`config.mk`:
```
export PLATFORM = sky130hd
export DESIGN_NAME = phase_sequencer
export DESIGN_NICKNAME = d
export VERILOG_FILES = /design/src/rtl/phase_pkg.sv /design/src/rtl/sat_counter.sv /design/src/rtl/phase_sequencer.sv
export SDC_FILE = /design/constraint.sdc
export NUM_CORES = 1
export LEC_CHECK = 0
export CAP_MARGIN = 20
export CORE_MARGIN = 3
export CORE_UTILIZATION = 43
export DETAILED_ROUTE_END_ITERATION = 10
export GPL_TIMING_DRIVEN = 0
export PLACE_DENSITY = 0.74
export SETUP_SLACK_MARGIN = 0.1
export SYNTH_ARGS = -nofsm -noshare
export SYNTH_HDL_FRONTEND = slang
export SYNTH_SLANG_ARGS = --single-unit
```
`constraint.sdc`:
```
create_clock -name CLK -period 2.01 [get_ports CLK]
set_input_delay 0.402 -clock CLK [delete_from_list [all_inputs] [get_ports CLK]]
set_output_delay 0.402 -clock CLK [all_outputs]
set_load 0.01 [all_outputs]
```
`src/rtl/phase_pkg.sv`:
```
// Phase names and code type shared by the sequencer and the controllers that decode its state.
package phase_pkg;

    localparam int PH_NUM = 4;

    typedef logic [$clog2(PH_NUM)-1:0] phase_t;

    localparam phase_t PH_IDLE    = 2'd0;
    localparam phase_t PH_SETUP   = 2'd1;
    localparam phase_t PH_CALC    = 2'd2;
    localparam phase_t PH_DISPLAY = 2'd3;

endpackage

```
`src/rtl/sat_counter.sv`:
```
// Up-counter that clears on request and holds at all-ones instead of wrapping.
module sat_counter #(
    parameter int W = 16
) (
    input  logic         CLK,
    input  logic         RESET_N,
    input  logic         clr,
    input  logic         en,
    output logic [W-1:0] count
);

    logic [W-1:0] count_q;
    logic [W-1:0] count_d;

    always_comb begin
        count_d = count_q;
        if (clr) begin
            count_d = '0;
        end else if (en && (count_q != '1)) begin
            count_d = count_q + W'(1);
        end
    end

    always_ff @(posedge CLK) begin
        if (!RESET_N) begin
            count_q <= '0;
        end else begin
            count_q <= count_d;
        end
    end

    assign count = count_q;

endmodule

```
`src/rtl/phase_sequencer.sv`:
```
// Ordered phase walker: advances one phase per legal request, defers changes while the
// datapath is calculating, supports wrap, abort-to-idle and a saturating dwell counter.
module phase_sequencer
    import phase_pkg::*;
#(
    parameter int NUM_STATES = 4,
    parameter int STATE_W    = $clog2(NUM_STATES),
    parameter int WRAP       = 0,
    parameter int DWELL_W    = 16
) (
    input  logic               CLK,
    input  logic               RESET_N,
    input  logic               req_valid,
    input  logic [STATE_W-1:0] req_state,
    input  logic               calculating,
    input  logic               abort,
    output logic [STATE_W-1:0] state,
    output logic               state_entered,
    output logic               req_reject,
    output logic               pending,
    output logic [DWELL_W-1:0] dwell_count
);

    localparam logic [STATE_W-1:0] LAST = STATE_W'(NUM_STATES - 1);
    localparam logic [STATE_W-1:0] IDLE = STATE_W'(PH_IDLE);

    logic [STATE_W-1:0] state_q, state_d;
    logic [STATE_W-1:0] target_q, target_d;
    logic               pending_q, pending_d;
    logic               entered_q, entered_d;
    logic               reject_q, reject_d;
    logic               req_legal;

    always_comb begin
        req_legal = 1'b0;
        if (32'(req_state) < NUM_STATES) begin
            if (state_q != LAST) begin
                req_legal = (req_state == state_q + STATE_W'(1));
            end else begin
                req_legal = (WRAP != 0) && (req_state == IDLE);
            end
        end
    end

    // Abort beats everything; a pending target blocks new requests until it resolves.
    always_comb begin
        state_d   = state_q;
        target_d  = target_q;
        pending_d = pending_q;
        entered_d = 1'b0;
        reject_d  = 1'b0;
        if (abort) begin
            pending_d = 1'b0;
            if (state_q != IDLE) begin
                state_d   = IDLE;
                entered_d = 1'b1;
            end
        end else if (pending_q) begin
            reject_d = req_valid;
            if (!calculating) begin
                state_d   = target_q;
                pending_d = 1'b0;
                entered_d = 1'b1;
            end
        end else if (req_valid) begin
            if (!req_legal) begin
                reject_d = 1'b1;
            end else if (calculating) begin
                target_d  = req_state;
                pending_d = 1'b1;
            end else begin
                state_d   = req_state;
                entered_d = 1'b1;
            end
        end
    end

    always_ff @(posedge CLK) begin
        if (!RESET_N) begin
            state_q   <= IDLE;
            target_q  <= IDLE;
            pending_q <= 1'b0;
            entered_q <= 1'b0;
            reject_q  <= 1'b0;
        end else begin
            state_q   <= state_d;
            target_q  <= target_d;
            pending_q <= pending_d;
            entered_q <= entered_d;
            reject_q  <= reject_d;
        end
    end

    // Clearing on the entry edge makes dwell_count read 0 in the first cycle of a phase.
    sat_counter #(
        .W (DWELL_W)
    ) u_dwell (
        .CLK     (CLK),
        .RESET_N (RESET_N),
        .clr     (entered_d),
        .en      (1'b1),
        .count   (dwell_count)
    );

    assign state         = state_q;
    assign state_entered = entered_q;
    assign req_reject    = reject_q;
    assign pending       = pending_q;

endmodule

```
=== Word-level counts from Yosys, hierarchy flattened ===
Index checks and enable logic that the tools add are counted.

* Register bits: 23
* Input bits: 7
* Output and inout port bits: 21
* Word-level logic and storage cells: 45

* Add/sub/neg operators: 2
* Equal/unequal tests: 6
* Muxes and demuxes: 21
* Bitwise logic cells: 3
* Reduce and logical (&&, ||, !) cells: 7

{| class="wikitable"
|+ Operators with widths
! kind !! count
|-
| $add 16x1->16 const B || 1
|-
| $ne 16x16->1 const B || 1
|-
| $mux 1 || 14
|-
| $mux 2 || 7
|-
| $reduce_and 5->1 || 2
|-
| $ne 3x3->1 const B || 2
|-
| $reduce_bool 3->1 || 2
|-
| $reduce_or 2->1 || 2
|-
| $not 1->1 || 3
|-
| $add 2x1->2 const B || 1
|-
| $eq 2x2->1 || 1
|-
| $ne 2x1->1 const B || 1
|-
| $ne 2x2->1 const B || 1
|-
| $reduce_bool 2->1 || 1
|}

=== Logic depth before layout (Yosys ltp) ===
* Depth after elaboration: 8
* Depth in mapped cells: 7

=== Cells and area by module ===
From an unflattened synthesis, not the netlist that was laid out.

* Cells, all modules: 130
* Area total of the unflattened synthesis: 1261.2 um^2

{| class="wikitable"
|+ By module, submodules not included
! module !! times used !! cells an instance !! area each (um^2)
|-
| sat_counter || 1 || 91 || 864.6
|-
| phase_sequencer || 1 || 39 || 396.6
|}

=== Least setup slack after synthesis ===
No wires, ideal clock.

* Path type: reg-to-reg
* From: reg state_q[0] (netlist: state[0])
* To: reg u_dwell.count_q[0] (netlist: u_dwell.count[0])
* Setup time: 118 ps
* Data arrival time: 1877 ps
* Setup slack: 15 ps
* Cell stages (with the launch flop): 8
* Path buffers: 1
* Clock period less this slack: 1995 ps
* Cell sequence: dfxtp_1 inv_1 ha_1 xnor2_1 a31oi_1 o311ai_4 buf_2 nor2_1

* Word-level cells in the longest chain between the ends: 8
* Elaborated cells on any way between the ends: 11

{| class="wikitable"
|+ RTL lines
! what !! RTL line !! text
|-
| start, declared || phase_sequencer.sv:27 || <nowiki>logic [STATE_W-1:0] state_q, state_d;</nowiki>
|-
| start signal, assigned || phase_sequencer.sv:86 || <nowiki>state_q <= state_d;</nowiki>
|-
| $add 2x1->2 || phase_sequencer.sv:38 || <nowiki>req_legal = (req_state == state_q + STATE_W'(1));</nowiki>
|-
| $eq 2x2->1 || phase_sequencer.sv:38 ||
|-
| $mux 1 || phase_sequencer.sv:37 || <nowiki>if (state_q != LAST) begin</nowiki>
|-
| $mux 1 || phase_sequencer.sv:66 || <nowiki>if (!req_legal) begin</nowiki>
|-
| $mux 1 || phase_sequencer.sv:65 || <nowiki>end else if (req_valid) begin</nowiki>
|-
| $mux 1 || phase_sequencer.sv:58 || <nowiki>end else if (pending_q) begin</nowiki>
|-
| $mux 1 (*) || phase_sequencer.sv:52 || <nowiki>if (abort) begin</nowiki>
|-
| $reduce_or 2->1 (no source line) (*) || - ||
|-
| end signal, assigned || sat_counter.sv:28 || <nowiki>count_q <= count_d;</nowiki>
|-
| end, declared || sat_counter.sv:12 || <nowiki>logic [W-1:0] count_q;</nowiki>
|}

Mark *: on every way between the ends. The rest lies on a longest branch, timed or not.
A chain may end at the register's enable or synchronous reset.

=== Worst setup path in the final report ===
* From: reg state_q[0] (netlist: state[0])
* To: reg state_q[1] (netlist: state[1])

* Word-level cells in the longest chain between the ends: 5
* Elaborated cells on any way between the ends: 9

{| class="wikitable"
|+ RTL lines
! what !! RTL line
|-
| $add 2x1->2 || phase_sequencer.sv:38
|-
| $eq 2x2->1 || phase_sequencer.sv:38
|-
| $mux 1 || phase_sequencer.sv:37
|-
| $ne 3x3->1 (no source line) / $reduce_bool 3->1 (equally long branches) || -
|-
| $reduce_and 5->1 (no source line) (*) || -
|}

Marks and branches as above.

==> flow_summary.ini <==
[synth]
ys.flop_type = dfxtp_1
synth_top_family_by_area = simple AND/OR/NAND/NOR gates
synth-xor-area-share_pct = 2.273
synth-simple-area-share_pct = 29.22
synth.yosys.warnings = 0
ys_async_sr_fraction_pct = 0
synthAdderAreaFrac_pct = 3.247
muxShareOfSynthArea_pct = 2.814
synth_seq_area_share_pct = 39.83
synthesis.area_um2 = 1156
yosysTopAreaCell = dfxtp_1
synth.top_cell.area_share_pct = 39.83
synth-edff-count = 0
synth_compound_gate_area_share_pct = 19.05
synth.distinct_cells = 38
syn-num-nets = 142
synth_area_leaders = dfxtp_1 40%, a21oi_1 4.3%, nor2_1 3.6%, ha_1 3.2%, nand4_1 3.2%
syn-mean-instance-area_um2 = 8.758
syn-instance-count = 132
ys_seq_elements = 23

[detailed_routing]
wl_per_cell_um = 15.08
routed_via_density = 5.970
dr_total_vias = 1194
drt-total-wl_um = 3016
drtIter0Drc = 37
first_pass_iters = 4
ant_nets = 0
drc = 0

[critical_path]
path_max_fanout = 5
endpoint_kind = flip-flop
cpPeakStageDelay_ns = 0.42
path_cells = inv_1 > ha_4 > xnor2_2 > a31oi_4 > o311ai_4 > buf_6 > a2bb2oi_1
arrival_ns = 2.06
cp-start-kind = flip-flop
cp_slowest_cell = o311ai_4
worstPathRequired_ns = 2.22
critical_path_class = reg -> reg

[floorplanning]
pin_count = 28
start_util_pct = 45.83
dieHeight_um = 57.85
core_um2 = 2522
fp.dieArea_um2 = 3347
die_width_um = 57.85
row_count = 18

[clocking]
clk_path_buf_depth = 2
clk_pin_slew_ns = 0.13
h-tree-depth = 1
clk_latency_ns = 0.30
cts.hold.buffers_added = 0
root_buffer = clkbuf_4
cts_inserted_buffers = 3
cts_tree = yes
clock_sinks = 23

[global_routing]
grt_overflow = 0
grt.total_usage_pct = 17.31
grt_max_degree = 14
antenna_found_initial = 0
grt_pass1_vias = 1057
grt_first_pass_wirelength_um = 4623

[layout]
finish.instance_area_um2 = 1655
drive_above_1_share_pct = 20.00
antenna_cells = 0
fin_nets = 181
utilization_pct = 65.63
area_growth_pct = 43.18

[timing]
fin_skew_ns = 0.002440
rsz0062_at_grt = no
fmax_mhz = 539.2
period_minus_slack_ns = 1.855
finalSetupViolCount = 0
maxSlewHeadroom_pct = 74.13
tightest_slew_ns = 0.3871
hold_viol = 0
finalCritPeriodShare_pct = 92.27
finalMaxSlewViolations = 0

[pwr]
total_power_mw = 1.357
peakVddDrop_uv = 822.7
leakage_nw = 0.5783
pwr_density_cell_nw_per_um2 = 819.5

[placed_design]
dpl_cell_area_um2 = 1479
io_buffers = 27
globalplace.congestion = 0.8075
hpwlAfterDp_um = 2004

[outcome]
outcome = complete, no violations

[worst_hold_path]
hp-class = reg -> reg

[run]
max_cap_violations = 0
==> final timing paths <==
check	cells after the start	endpoint	slack, ns	start
hold reg to reg	2	target_q[1]$_SDFFE_PN0P_	0.50	target_q[1]$_SDFFE_PN0P_
setup / recovery	7	state[1]$_SDFFE_PN0P_	0.16	state[0]$_SDFFE_PN0P_
setup reg to reg	7	state[1]$_SDFFE_PN0P_	0.16	state[0]$_SDFFE_PN0P_
hold / removal	2	target_q[1]$_SDFFE_PN0P_	0.50	target_q[1]$_SDFFE_PN0P_
==> repair_timing <==
action / CTS / global route
setup endpoints to repair: 17 / 15
gates cloned: 0 / 1
setup buffers: 2 / 4
gates resized for setup: 4 / 19
pin swaps: 1 / 4
==> cells in the final DEF, fill, tap and decap left out, types with 6 or more instances in the layout <==
master           count
a21oi_1             10
buf_6                6
clkdlybuf4s50_1     27
dfxtp_1             18
nand2_1              8
nand3_1              7
nand4_1              6
nor2_1              11
nor3_1               6
==> Yosys cell counts (2+ instances only) <==
cell        n
ha_1        3
nand2_1     8
buf_2       3
inv_1       3
xor2_1      2
nor2_1     11
or4_1       3
o21ai_0     2
mux2_2      2
a211oi_1    2
nor4_1      2
a21oi_1    10
nand3_1     7
nor3_1      6
dfxtp_1    23
nand4_1     6
o21ai_1     4
and3_1      4
a31oi_1     4
a2bb2oi_1   2
o31ai_1     5
or3_1       4
==> routing by layer <==
metal / global-route usage, % / part of all wire [%] / up-vias / wire [µm]
li1: - / - / 582 / -
met1: 22.59 / 44 / 569 / 1330
met2: 28.71 / 50 / 39 / 1505
met3: 2.227 / 5.0 / 4 / 152
met4: 7.285 / 0.93 / 0 / 28
met5: 0 / 0 / - / 0
==> logic make-up after synthesis <==
family	count (synthesis)
simple gates	60
xor+xnor	3
mux	3
buf+inv	8
flops	23
compound gates	32
fa+ha+maj	3
==> power by group <==
group | switching (mW) | leakage (nW) | internal (mW)
logic | 0.264 | 0.372 | 0.317
registers | 0.0527 | 0.189 | 0.511
clock network | 0.138 | 0.0177 | 0.0742
total | 0.454 | 0.578 | 0.902
==> cell type report <==
| type | instances | area (µm²) |
|---|---|---|
| Inverter | 3 | 11.26 |
| Fill cell | 212 | 867.1 |
| Multi-Input combinational cell | 101 | 732.0 |
| Sequential cell | 23 | 469.2 |
| Clock buffer | 3 | 22.52 |
| Buffer | 5 | 43.79 |
| Timing Repair Buffer | 34 | 334.1 |
| Clock inverter | 1 | 5.005 |
| Tap cell | 30 | 37.54 |
==> sequential cells by signal, summed over array words and instances (netlist names) <==
name,cells
u_dwell.count,16
state,2
target_q,2
pending,1
req_reject,1
state_entered,1
==> per-stage QoR <==
| stage | hold slack, ns | cells | TNS, ns | worst slack, ns |
|---|---|---|---|---|
| 6_report | 0.5013 | 200 | 0 | 0.1554 |
| 5_1_grt | 0.5283 | 200 | 0 | 0.08875 |
| 4_1_cts | 0.4960 | 195 | 0 | 0.1510 |
| 3_5_place_dp | 0.4767 | 189 | -4.591 | -0.3202 |
| 3_3_place_gp | 0.4644 | 189 | -3.884 | -0.2808 |
| 2_1_floorplan | 0.4483 | 132 | 0 | 0.1431 |
==> worst max-delay path: cells and delay by family, from the launching register on <==
| kind | cells | cell delay [ns] |
|---|---|---|
| xor gates and xnor gates | 1 | 0.24 |
| adders and majority gates | 1 | 0.24 |
| buffers and inverters | 2 | 0.24 |
| AOI/OAI and AO/OA | 3 | 0.64 |
| DFF | 1 | 0.39 |
Note: power is estimated with default switching activity, not from simulation.
